===== config.mk =====
export PLATFORM = sky130hd
export DESIGN_NAME = interrupt_sequencer
export DESIGN_NICKNAME = d
export VERILOG_FILES = /design/src/rtl/interrupt_sequencer.sv
export SDC_FILE = /design/constraint.sdc
export NUM_CORES = 1
export LEC_CHECK = 0
export CAP_MARGIN = 20
export CORE_MARGIN = 2
export CORE_UTILIZATION = 39
export CTS_BUF_LIST = sky130_fd_sc_hd__clkbuf_8
export DETAILED_ROUTE_END_ITERATION = 16
export HOLD_SLACK_MARGIN = 0.08
export PLACE_DENSITY = 0.84
export SYNTH_ARGS = -nofsm -noshare
export SYNTH_HDL_FRONTEND = slang
export SYNTH_SLANG_ARGS = --single-unit

===== constraint.sdc =====
create_clock -name clk -period 1.68 [get_ports clk]
set_input_delay 0.336 -clock clk [delete_from_list [all_inputs] [get_ports clk]]
set_output_delay 0.336 -clock clk [all_outputs]
set_load 0.03 [all_outputs]

===== src/rtl/interrupt_sequencer.sv =====
// interrupt_sequencer: latches rising edges on the interrupt request lines,
// picks the lowest-numbered unmasked pending source, and steps the core
// through interrupt entry (drain, push PC, push flags, load vector) before
// parking in SERVICE until the handler executes rti.
module interrupt_sequencer #(
  parameter int                 NUM_SRC  = 4,
  parameter int                 ID_W     = 2,
  parameter int                 VEC_W    = 32,
  parameter logic [VEC_W-1:0]   VEC_BASE = 32'h0000_0100
) (
  input  logic                 clk,
  input  logic                 rst,
  input  logic [NUM_SRC-1:0]   int_req,
  input  logic [NUM_SRC-1:0]   int_mask,
  input  logic                 pipe_idle,
  input  logic                 mem_ready,
  input  logic                 rti,
  output logic [3:0]           out,
  output logic [ID_W-1:0]      int_id,
  output logic [VEC_W-1:0]     vec_addr,
  output logic                 int_ack,
  output logic                 in_service
);

  localparam logic [2:0] S_IDLE     = 3'd0;
  localparam logic [2:0] S_DRAIN    = 3'd1;
  localparam logic [2:0] S_PUSH_PC  = 3'd2;
  localparam logic [2:0] S_PUSH_FLG = 3'd3;
  localparam logic [2:0] S_LOAD_VEC = 3'd4;
  localparam logic [2:0] S_SERVICE  = 3'd5;

  logic [2:0]         r_state;
  logic [2:0]         w_state_next;
  logic [NUM_SRC-1:0] r_req_q;
  logic [NUM_SRC-1:0] r_pending;
  logic [ID_W-1:0]    r_int_id;
  logic [VEC_W-1:0]   r_vec_addr;

  logic [NUM_SRC-1:0] w_set;
  logic [NUM_SRC-1:0] w_clr;
  logic [NUM_SRC-1:0] w_eligible;
  logic               w_any;
  logic [ID_W-1:0]    w_sel;
  logic [VEC_W-1:0]   w_vec_next;
  logic               w_capture;

  // A request is a 0->1 transition seen against last cycle's sampled lines,
  // so a line held high only ever produces one pending event.
  assign w_set = int_req & ~r_req_q;

  // The serviced source is retired on the edge that leaves LOAD_VEC.
  assign w_clr = (r_state == S_LOAD_VEC) ? (NUM_SRC'(1) << r_int_id) : '0;

  // Only registered pending bits compete; a fresh edge waits one cycle.
  assign w_eligible = r_pending & int_mask;

  assign w_capture  = (r_state == S_IDLE) && w_any;
  assign w_vec_next = VEC_BASE + (VEC_W'(w_sel) << 2);

  // Fixed-priority pick: scanning downward lets the lowest index win.
  always_comb begin
    w_any = |w_eligible;
    w_sel = '0;
    for (int i = NUM_SRC - 1; i >= 0; i--) begin
      if (w_eligible[i]) begin
        w_sel = ID_W'(i);
      end
    end
  end

  // Sample request lines and accumulate pending bits; a new edge beats a
  // same-cycle acknowledge clear so no request is ever dropped.
  always_ff @(posedge clk or negedge rst) begin
    if (!rst) begin
      r_req_q   <= '0;
      r_pending <= '0;
    end else begin
      r_req_q   <= int_req;
      r_pending <= (r_pending & ~w_clr) | w_set;
    end
  end

  // Latch the winning source and its handler address; they hold until the
  // next capture so the handler can read them throughout SERVICE.
  always_ff @(posedge clk or negedge rst) begin
    if (!rst) begin
      r_int_id   <= '0;
      r_vec_addr <= '0;
    end else if (w_capture) begin
      r_int_id   <= w_sel;
      r_vec_addr <= w_vec_next;
    end
  end

  // Entry sequence: each step waits on its handshake, LOAD_VEC lasts exactly
  // one cycle, and only SERVICE listens to rti (no nesting).
  always_comb begin
    w_state_next = r_state;
    case (r_state)
      S_IDLE:     if (w_any)     w_state_next = S_DRAIN;
      S_DRAIN:    if (pipe_idle) w_state_next = S_PUSH_PC;
      S_PUSH_PC:  if (mem_ready) w_state_next = S_PUSH_FLG;
      S_PUSH_FLG: if (mem_ready) w_state_next = S_LOAD_VEC;
      S_LOAD_VEC:                w_state_next = S_SERVICE;
      S_SERVICE:  if (rti)       w_state_next = S_IDLE;
      default:                   w_state_next = S_IDLE;
    endcase
  end

  // State register.
  always_ff @(posedge clk or negedge rst) begin
    if (!rst) begin
      r_state <= S_IDLE;
    end else begin
      r_state <= w_state_next;
    end
  end

  // Moore decode of the step code and status strobes from the state alone.
  always_comb begin
    out        = 4'b0000;
    int_ack    = 1'b0;
    in_service = 1'b0;
    case (r_state)
      S_DRAIN:    out = 4'b0001;
      S_PUSH_PC:  out = 4'b0011;
      S_PUSH_FLG: out = 4'b0111;
      S_LOAD_VEC: begin
        out     = 4'b1000;
        int_ack = 1'b1;
      end
      S_SERVICE:  in_service = 1'b1;
      default:    out = 4'b0000;
    endcase
  end

  assign int_id   = r_int_id;
  assign vec_addr = r_vec_addr;

endmodule


* Yosys cells after proc, flatten, opt, wreduce, memory -nomap -nowiden
Cells that the tools add are included.
** Storage, ports and cells
- Input port bits :: 13
- Output and inout bits :: 40
- Logic and storage cells :: 41
- Flip-flop bits (word level) :: 45
** Operators by class
- $add $sub $neg :: 1
- Bitwise gates (word level) :: 6
- Shifts and indexed selects :: 1
- Equality and inequality tests :: 10
- Multiplexer cells :: 14
- Reductions and logical operators :: 4
** Operators with widths (number)
- 3-bit one-hot mux with 6 select lines :: 1
- 4-bit one-hot mux with 4 select lines :: 1
- 3-bit two-way mux :: 5
- 4-bit AND :: 3
- 9-bit by 4-bit adder with 10-bit output (first input constant) :: 1
- 2-bit != test (second input constant) :: 5
- 2-bit two-way mux :: 4
- 4-bit NOT :: 2
- 3-bit by 2-bit == test with 1-bit output (second input constant) :: 2
- 3-bit == test (second input constant) :: 2
- 5-bit AND reduction :: 1
- 4-bit two-way mux :: 1
- 4-bit OR :: 1
- 4-bit OR reduction :: 1
- 1-bit by 2-bit << shifter with 4-bit output (first input constant) :: 1
- 3-bit by 1-bit == test with 1-bit output (second input constant) :: 1
- 3-bit logical NOT :: 1
- 1-bit two-way mux :: 2
- 1-bit logical AND :: 1

* Depth between registers and ports, before layout
Gate-level depths: netlist (run 1).
- Word-level depth :: 6
- Depth in mapped cells :: 5
- Mapped depth without buffers :: 4

* Worst setup path before layout (run 1)
No wires, ideal clock.
- Path kind :: register -> output
- From :: reg r_state[0]
- To :: out out[3]
- Slack :: 0.070 ns
- Data arrival time :: 1.274 ns
- Cell stages (with the launch flop) :: 3
- Buffers on the path :: 1
- Data required time :: 1.344 ns
- Path through :: dfrtp_1 buf_6 nor3b_1
** Between the ends
- Cells in the longest elaborated chain, start to end :: 2
- Elaborated cells between the ends (all ways) :: 5
- Those cells by class :: eq/ne: 4; mux: 1
** RTL lines
- from (decl) :: RTL line 32 : logic [2:0] r_state;
- from (signal assigned) :: RTL line 115 : r_state <= w_state_next;
- 3-bit == test, or another cell as far along :: RTL line 124 : case (r_state)
- 4-bit one-hot mux with 4 select lines * :: RTL line 124
- to (decl) :: RTL line 18 : output logic [3:0] out,
Every way passes the cells marked *; elsewhere a longest branch is shown, timed or not.

* Worst setup path in the final report (run 1)
- From :: reg r_vec_addr[8], in the netlist vec_addr[8]
- To :: out vec_addr[8]
** RTL lines
- from (decl) :: RTL line 37 : logic [VEC_W-1:0] r_vec_addr;
- from (signal assigned) :: RTL line 91 : r_vec_addr <= w_vec_next;
- to (decl) :: RTL line 20 : output logic [VEC_W-1:0] vec_addr,
No word-level cell between the ends.

==> impl_metrics.ini, run 1 <==
[timing]
setup_viol = 0
holdWs_ns = 0.366
post-route-period-util = 0.944
skew_ns = 0.00118
finalHoldViolCount = 0
drv_slew = 0
tns_ns = 0
fmax_ghz = 0.631
rsz0062_at_grt = false
finalCriticalPeriod_ns = 1.59

[setup_path]
endpoint_kind = output pin
crit_arrival_ns = 1.25
max_stage_delay_ns = 0.67
critPathBufInv = 1
criticalPathCategory = reg2out
cp.depth = 1
reg2regPathDepth = 3
cpMaxStageDelayCell = clkdlybuf4s50_1
worst_ep_required_time_ns = 1.34
critPathMaxFanout = 2
path_cells = clkdlybuf4s50_1
critPathLaunchType = flop
cp_top_family = buffers and inverters

[logic_synthesis]
synth-simple-area-share = 0.124
ys_types = 27
synth_fa_ha_area_frac = 0
yosys_warnings = 0
synthFlopType = dfrtp_1
synth_xor_area_frac = 0
synthArstFlopShare = 1.00
synth_compound_area_frac = 0.147
synth_area_um2 = 921
synth_seq_area_share = 0.380
synth_edf_count = 0
synth-seq-cells = 14
synth_top_family_by_area = buffers and inverters
avgSynthCellArea_um2 = 9.69
synthesis.instances = 95
synth_mux_area_frac = 0.0272

[drt]
num_vias = 629
wl_um = 1470
post_drt_via_cell_ratio = 4.37
routedWlPerCell_um = 10.2
route.detailed.drc = 0
drtIter0Drc = 8
ant_nets = 0
dr.pass1.iters = 4

[global_route]
grt_pass1_vias = 558
antenna_found_initial = 0
grt_usage = 0.116
grt_max_degree = 12
grt_pass1_wl_um = 2380
overflow = 0

[power_and_ir_drop]
leakagePower_nw = 0.507
powerDensity_nw_per_um2 = 1580
max-vdd-ir-drop_uv = 740

[finish]
diodes = 0
mostFrequentLayoutCell = conb_1
areaGrowthSynthToFinish_pct = 14.7
finalNetCount = 131
instances_no_fill = 144
final_cell_mix = conb_1 (29), clkdlybuf4s50_1 (13), dfrtp_1 (12), inv_1 (7), buf_4 (7)
fillers = 225
drive_above_1_share = 0.155

[floorplan]
rows = 17
die_w_um = 52.6
coreArea_um2 = 2210
die-area_um2 = 2770
ioPinCount = 53
start_util = 0.416
fp.dieH_um = 52.6

[clock_tree]
cts_root_buf = clkbuf_8
clock_latency_ns = 0.24
cts_sinks = 14
cts_inserted_buffers = 3
cts_max_level = 1
clk_pin_slew_ns = 0.05
clock_path_buffers = 2
cts_tree = built

[placement]
dpl.cell_count = 141
portBuffers = 23
hpwl_um = 1260
place_congestion = 0.738

[job]
maxCapViolations = 0

[run_status]
status = completed

[hold_path]
min_path_type = in2async
-- cells in the mapped netlist, types with 2 or more instances --
cell type,count,share of area
buf_4,31,0.25
dfrtp_1,14,0.38
inv_1,7,0.029
a21oi_1,5,0.027
o21ai_1,5,0.027
nand2_1,4,0.016
buf_6,3,0.037
nor2_1,3,0.012
o21ai_0,3,0.016
a311oi_1,2,0.019
and3_1,2,0.014
-- final cells by class --
type	count	area (µm²)	area share
tap	28	35.0	0.0332
sequential	14	353	0.334
timing repair buffer	24	218	0.206
inverter	7	26.3	0.0249
multi-input combinational	68	383	0.363
clock buffer	3	41.3	0.0391
-- per-layer routing --
layer / part of all wire / global-route usage / up-vias
met1: 0.40 / 0.138 / 295
met3: 0.084 / 0.0286 / 0
met2: 0.51 / 0.204 / 35
met5: 0 / 0 / -
met4: 0 / 0.0385 / 0
li1: - / - / 299
-- power breakdown --
part           internal, mW  switching, mW  total, mW
Clock                 0.158          0.102      0.260
Combinational         0.314          0.496      0.810
Sequential            0.425          0.169      0.594
Total                 0.897          0.767       1.66
-- final timing paths --
kind | from | to | slack (ns)
worst max-delay path | vec_addr[8] | vec_addr[8] | 0.09
worst min-delay path | rst | r_req_q[2] | 0.37
worst max register to register | r_state[0] | int_id[0] | 0.35
worst min register to register | r_req_q[3] | r_pending[3] | 0.41
max in group asynchronous | rst | r_pending[0] | 0.90
min in group clk | r_req_q[3] | r_pending[3] | 0.41
-- kinds of logic (layout without fill, tap and decap cells) --
logic type | after synthesis | after routing
muxes | 2 | 2
AOI/OAI and AO/OA | 21 | 21
and+or+nand+nor | 16 | 16
buffers and inverters | 41 | 34
DFF | 14 | 14
other | 1 | 29
-- flip-flops by register name (all words and copies together) (netlist names) --
| name | cells |
|---|---|
| int_id | 1 |
| r_pending | 4 |
| r_req_q | 4 |
| r_state | 3 |
| vec_addr | 2 |
-- metrics by stage --
step                instance area, µm²   util  power, mW  setup WS, ns
floorplan                         1030      -       1.30        0.0700
global placement                  1020  0.460       1.42        0.0663
detailed placement                1020  0.460       1.44        0.0293
CTS                               1050  0.477       1.68        0.0666
global route                      1060  0.477       1.78        0.0115
finish                            1060  0.477       1.66        0.0945
-- what timing repair did --
| item | 4_1_cts | 5_1_grt |
|---|---|---|
| hold endpoints to repair | 0 | 0 |
| endpoints found under the setup margin | 5 | 1 |
| hold buffers | 0 | 0 |
| buffers inserted | 0 | 0 |
| gates resized for setup | 5 | 1 |
| gates cloned | 0 | 0 |
Note: power is estimated with default switching activity, not from simulation.
==> run 2, diff against run 1 <==
--- a/config.mk
+++ b/config.mk
@@ -9,6 +9,7 @@
 export CORE_MARGIN = 2
 export CORE_UTILIZATION = 39
 export CTS_BUF_LIST = sky130_fd_sc_hd__clkbuf_8
+export CTS_CLUSTER_DIAMETER = 120
 export DETAILED_ROUTE_END_ITERATION = 16
 export HOLD_SLACK_MARGIN = 0.08
 export PLACE_DENSITY = 0.84
==> results of run 2 <==
Final layout, timing and power as in run 1 (identical DEF).
==> run 3, diff against run 2 <==
--- a/config.mk
+++ b/config.mk
@@ -12,7 +12,7 @@
 export CTS_CLUSTER_DIAMETER = 120
 export DETAILED_ROUTE_END_ITERATION = 16
 export HOLD_SLACK_MARGIN = 0.08
-export PLACE_DENSITY = 0.84
+export PLACE_DENSITY = 0.82
 export SYNTH_ARGS = -nofsm -noshare
 export SYNTH_HDL_FRONTEND = slang
 export SYNTH_SLANG_ARGS = --single-unit
==> run 3 against run 2 <==
  * Count of clock-buffer cells in the layout unchanged
  * Utilization is 0.11 points higher
  * Die area unchanged
==> impl_metrics.ini, run 3 (synthesized netlist as in run 1, its figures left out) <==
[placement]
portBuffers = 23
pre_cts_slack_ns = 0.0365
dpl.cell_count = 141
place_congestion = 0.769
hpwl_um = 1170

[timing]
setup_viol = 0
worst_slack_ns = 0.0819
tns_ns = 0
fmax_ghz = 0.626
rsz0062_at_grt = false
post-route-period-util = 0.951
finalHoldViolCount = 0
drv_slew = 0
skew_ns = 0.00204
finalCriticalPeriod_ns = 1.60

[global_route]
grt_usage = 0.113
overflow = 0
grt_pass1_wl_um = 2210
grt_pass1_vias = 512
grt_max_degree = 15
antenna_found_initial = 0

[setup_path]
endpoint_kind = output pin
max_stage_delay_ns = 0.51
critPathLaunch = r_state[2]
path_cells = inv_1 -> and3_1 -> buf_4
crit_arrival_ns = 1.26
critPathLaunchType = flop
critPathMaxFanout = 9
critPathBufInv = 2
cpMaxStageDelayCell = dfrtp_1
worstReg2RegStart = r_state[2]
cp_top_family = flip-flops
criticalPathCategory = reg2out
worst_ep_required_time_ns = 1.34

[drt]
wl_um = 1440
num_vias = 617
routedWlPerCell_um = 10.0
drtIter0Drc = 12
ant_nets = 0
route.detailed.drc = 0
dr.pass1.iters = 4
post_drt_via_cell_ratio = 4.28

[finish]
regArea_um2 = 352
multi_input_area_um2 = 383
finalNetCount = 131
mostFrequentLayoutCell = conb_1
fillers = 226
diodes = 0
final_cell_mix = conb_1 (29), clkdlybuf4s50_1 (13), dfrtp_1 (13), inv_1 (7), buf_4 (7)
drive_above_1_share = 0.147
instances_no_fill = 144
areaGrowthSynthToFinish_pct = 14.9
reg.largest.list = r_pending (4), r_req_q (4), r_state (3)

[floorplan]
coreArea_um2 = 2210
start_util = 0.416
ioPinCount = 53
die_w_um = 52.6
rows = 17
die-area_um2 = 2770
fp.dieH_um = 52.6

[run_status]
status = completed

[power_and_ir_drop]
p_clk_frac = 0.161
swShare = 0.462
power.share.sequential = 0.352
max-vdd-ir-drop_uv = 855
leakagePower_nw = 0.518
powerDensity_nw_per_um2 = 1580
combPwrFrac = 0.488
power_switching_mw = 0.772
p_int_mw = 0.901

[job]
maxCapViolations = 0

[clock_tree]
clock_path_buffers = 2
clk_pin_slew_ns = 0.05
cts_tree = built
clock_latency_ns = 0.24
cts_sinks = 14
cts_max_level = 1
cts_root_buf = clkbuf_8
cts_inserted_buffers = 3
post_cts_buffers = 0

[hold_path]
min_path_type = in2async
run 3: changes by cell type in the layout (fill, tap and decap cells not counted):
cell,before,now
dfrtp_1,12,13
dfrtp_2,2,1
dlygate4sd2_1,4,3
dlymetal6s2s_1,0,1
run 3: path summary, 6_finish.rpt:
kind                           endpoint  slack (ns)  cells past startpoint
max                              out[2]        0.08                      3
min                          r_req_q[1]        0.40                      2
max reg2reg                   int_id[0]        0.31                      3
min reg2reg                r_pending[2]        0.41                      1
max in group asynchronous    r_state[1]        1.10                      2
min in group clk           r_pending[2]        0.41                      1
run 3: layer usage:
layer / global-route usage / vias to the layer above / share of wire
li1: - / 300 / -
met1: 0.139 / 282 / 0.41
met3: 0.0286 / 2 / 0.084
met5: 0 / - / 0
met2: 0.173 / 33 / 0.49
met4: 0.0769 / 0 / 0.010
run 3: repair_timing:
action / 4_1_cts / 5_1_grt
setup endpoints to repair: 5 / 1
gates resized for setup: 4 / 1
cloned: 0 / 0
hold buffers: 0 / 0
run 3: cell type report:
type / count / area share
clock buffers: 3 / 0.0390
multi-input cells: 68 / 0.362
flip-flops and latches: 14 / 0.332
inverters: 7 / 0.0248
well taps: 28 / 0.0331
repair buffers: 24 / 0.209
run 3: per-stage QoR:
step | total power, mW | area, µm² | hold slack (ns) | util
global route | 1.77 | 1060 | 0.410 | 0.479
global placement | 1.42 | 1020 | 0.395 | 0.460
detailed placement | 1.44 | 1020 | 0.409 | 0.460
CTS | 1.69 | 1060 | 0.396 | 0.477
finish | 1.67 | 1060 | 0.398 | 0.479
floorplan | 1.30 | 1030 | 0.0404 | -
run 3: power groups by stage:
stage                     clock (mW)  sequential (mW)  combinational (mW)
final                          0.269            0.588               0.816
after global routing           0.290            0.611               0.871
after CTS                      0.278            0.592               0.823
after detailed placement           0            0.591               0.847
after global placement             0            0.589               0.830
after floorplan                    0            0.531               0.773
==> edit (settings of run 3) <==
Reset style: synchronous (`rst`), changed in 3 clocked blocks.
--- a/src/rtl/interrupt_sequencer.sv
+++ b/src/rtl/interrupt_sequencer.sv
@@ -70,7 +70,7 @@
 
   // Sample request lines and accumulate pending bits; a new edge beats a
   // same-cycle acknowledge clear so no request is ever dropped.
-  always_ff @(posedge clk or negedge rst) begin
+  always_ff @(posedge clk) begin
     if (!rst) begin
       r_req_q   <= '0;
       r_pending <= '0;
@@ -82,7 +82,7 @@
 
   // Latch the winning source and its handler address; they hold until the
   // next capture so the handler can read them throughout SERVICE.
-  always_ff @(posedge clk or negedge rst) begin
+  always_ff @(posedge clk) begin
     if (!rst) begin
       r_int_id   <= '0;
       r_vec_addr <= '0;
@@ -108,7 +108,7 @@
   end
 
   // State register.
-  always_ff @(posedge clk or negedge rst) begin
+  always_ff @(posedge clk) begin
     if (!rst) begin
       r_state <= S_IDLE;
     end else begin
Formal check against the unedited RTL: differs if rst is asserted again (counterexample within 4 cycles, from zero or initial values and one cycle with rst low); with rst held inactive, the same outputs for 10 cycles.
==> edit against run 3 <==
Area after synthesis shrank 1.5%. Fmax is essentially flat. Design area grew 0.12%. Register-to-register slack gained 0.19 ns. Sequential cell count is the same. Global-route usage grew 2.3 points. Worst setup slack gained 0.0012 ns. Critical path depth shrank 2. Wire length grew 16%. Die area shrank 1.4%. Hold slack gained 0.086 ns.
Power is not compared: it rests on default switching activity, and its combinational part moved more than twofold at a synthesized area within 25%.
==> edit: results (changes against run 3) <==
stage,metric,value,unit,change
worst_setup_path,crit_fanout,2,,-7
timing,clock_skew,0.00350,ns,+0.00146 ns
placement,dp_cells,155,,+9.9%
logic_synthesis,yosysSeqAreaShare,30.9,%,-7.1 points
placement,dpl.hpwl,1300,µm,+11%
finish,fill_cells,240,,+6.2%
worst_setup_path,regToRegStartpoint,r_state[2]$_SDFFE_PN0P_,,
placement,gp_congestion,0.756,,-1.6%
finish,multiInputGateArea,462,µm²,+21%
cts,clkSlewWorstSetupHoldPaths,0.06,ns,
finish,area_share_nonclk_buffers,20.5,%,-0.38 points
logic_synthesis,syn_inst,111,,+17%
worst_setup_path,rrSetupSlack,0.50,ns,+0.19 ns
worst_setup_path,crit_family,buffers and inverters,,
global_routing,grt_max_degree,17,,+2
global_routing,grt_pass1_wl,2710,µm,+22%
global_routing,grt_use_met1,15.6,%,+1.8 points
detailed_routing,drt_iter0_markers,14,,+2
hold_path,hold_class,reg2reg,,
status,status,"finished, final reports clean",,
worst_setup_path,crit_start,vec_addr[8]$_SDFFE_PN0P_,,
global_routing,met3_usage,3.71,%,+0.86 points
finish,multi_input_gates,87,,+28%
detailed_routing,viasPerCell,4.59,,+7.2%
worst_setup_path,max_stage_delay,0.67,ns,+0.16 ns
global_routing,grt_pass1_vias,639,,+25%
detailed_routing,drt_wl_total,1680,µm,+16%
detailed_routing,wl_per_cell,10.5,µm,+5.3%
worst_setup_path,endpoint,vec_addr[8],,
finish,nClkBuffers,4,,+1
worst_setup_path,timing.rr.end,int_id[0]$_SDFFE_PN0P_,,
finish,inverters,2,,-5
finish,regArea,283,µm²,-20%
logic_synthesis,synthArstFlopShare,0,%,-100 points
worst_setup_path,crit_slowest_cell,clkdlybuf4s50_1,,
finish,drive_gt1_share,13.7,%,-0.91 points
-- edit: changes by cell type in the layout (fill, tap and decap cells not counted), sizes merged, moves of 3 or more --
cell	change
nor2	+3
dfrtp	-14
nand2	+4
dfxtp	+14
o21ai	-4
and2	+5
inv	-5
nor2b	+6
-- edit: per-layer routing --
metal | part of all wire [%] | wire length, µm | up-vias
li1 | - | - | 352
met1 | 39 | 656 | 340
met2 | 50 | 838 | 35
met3 | 8.9 | 150 | 3
met4 | 1.8 | 31 | 0
met5 | 0 | 0 | -
-- edit: logic make-up after synthesis --
family / count (synthesis) / share of synthesized area [%]
buffers and inverters: 38 / 30.3
DFF: 14 / 30.9
AOI/OAI and AO/OA: 20 / 14.9
muxes: 1 / 1.65
other: 1 / 0.413
and+or+nand+nor: 37 / 21.8
-- edit: where the power goes --
group / switching (W) / internal [W] / total (W)
sequential: 0.0000399 / 0.000363 / 0.000403
clock: 0.000125 / 0.000208 / 0.000333
combinational: 0.000201 / 0.000103 / 0.000303
total: 0.000366 / 0.000674 / 0.00104
-- edit: through the flow --
| step | hold WS [ns] | setup slack, ns | area [µm²] |
|---|---|---|---|
| after floorplan | 0.458 | 0.176 | 1020 |
| after global placement | 0.454 | 0.189 | 1010 |
| after detailed placement | 0.477 | 0.140 | 1010 |
| after CTS | 0.491 | 0.0263 | 1060 |
| after global routing | 0.497 | 0.0549 | 1060 |
| final | 0.484 | 0.0831 | 1060 |
-- edit: repair_timing --
action / in CTS / in global routing
resized for setup: 4 / 2
endpoints found under the setup margin: 4 / 5
endpoints found under the hold margin: 0 / 0
buffers inserted: 0 / 0
cloned: 0 / 0
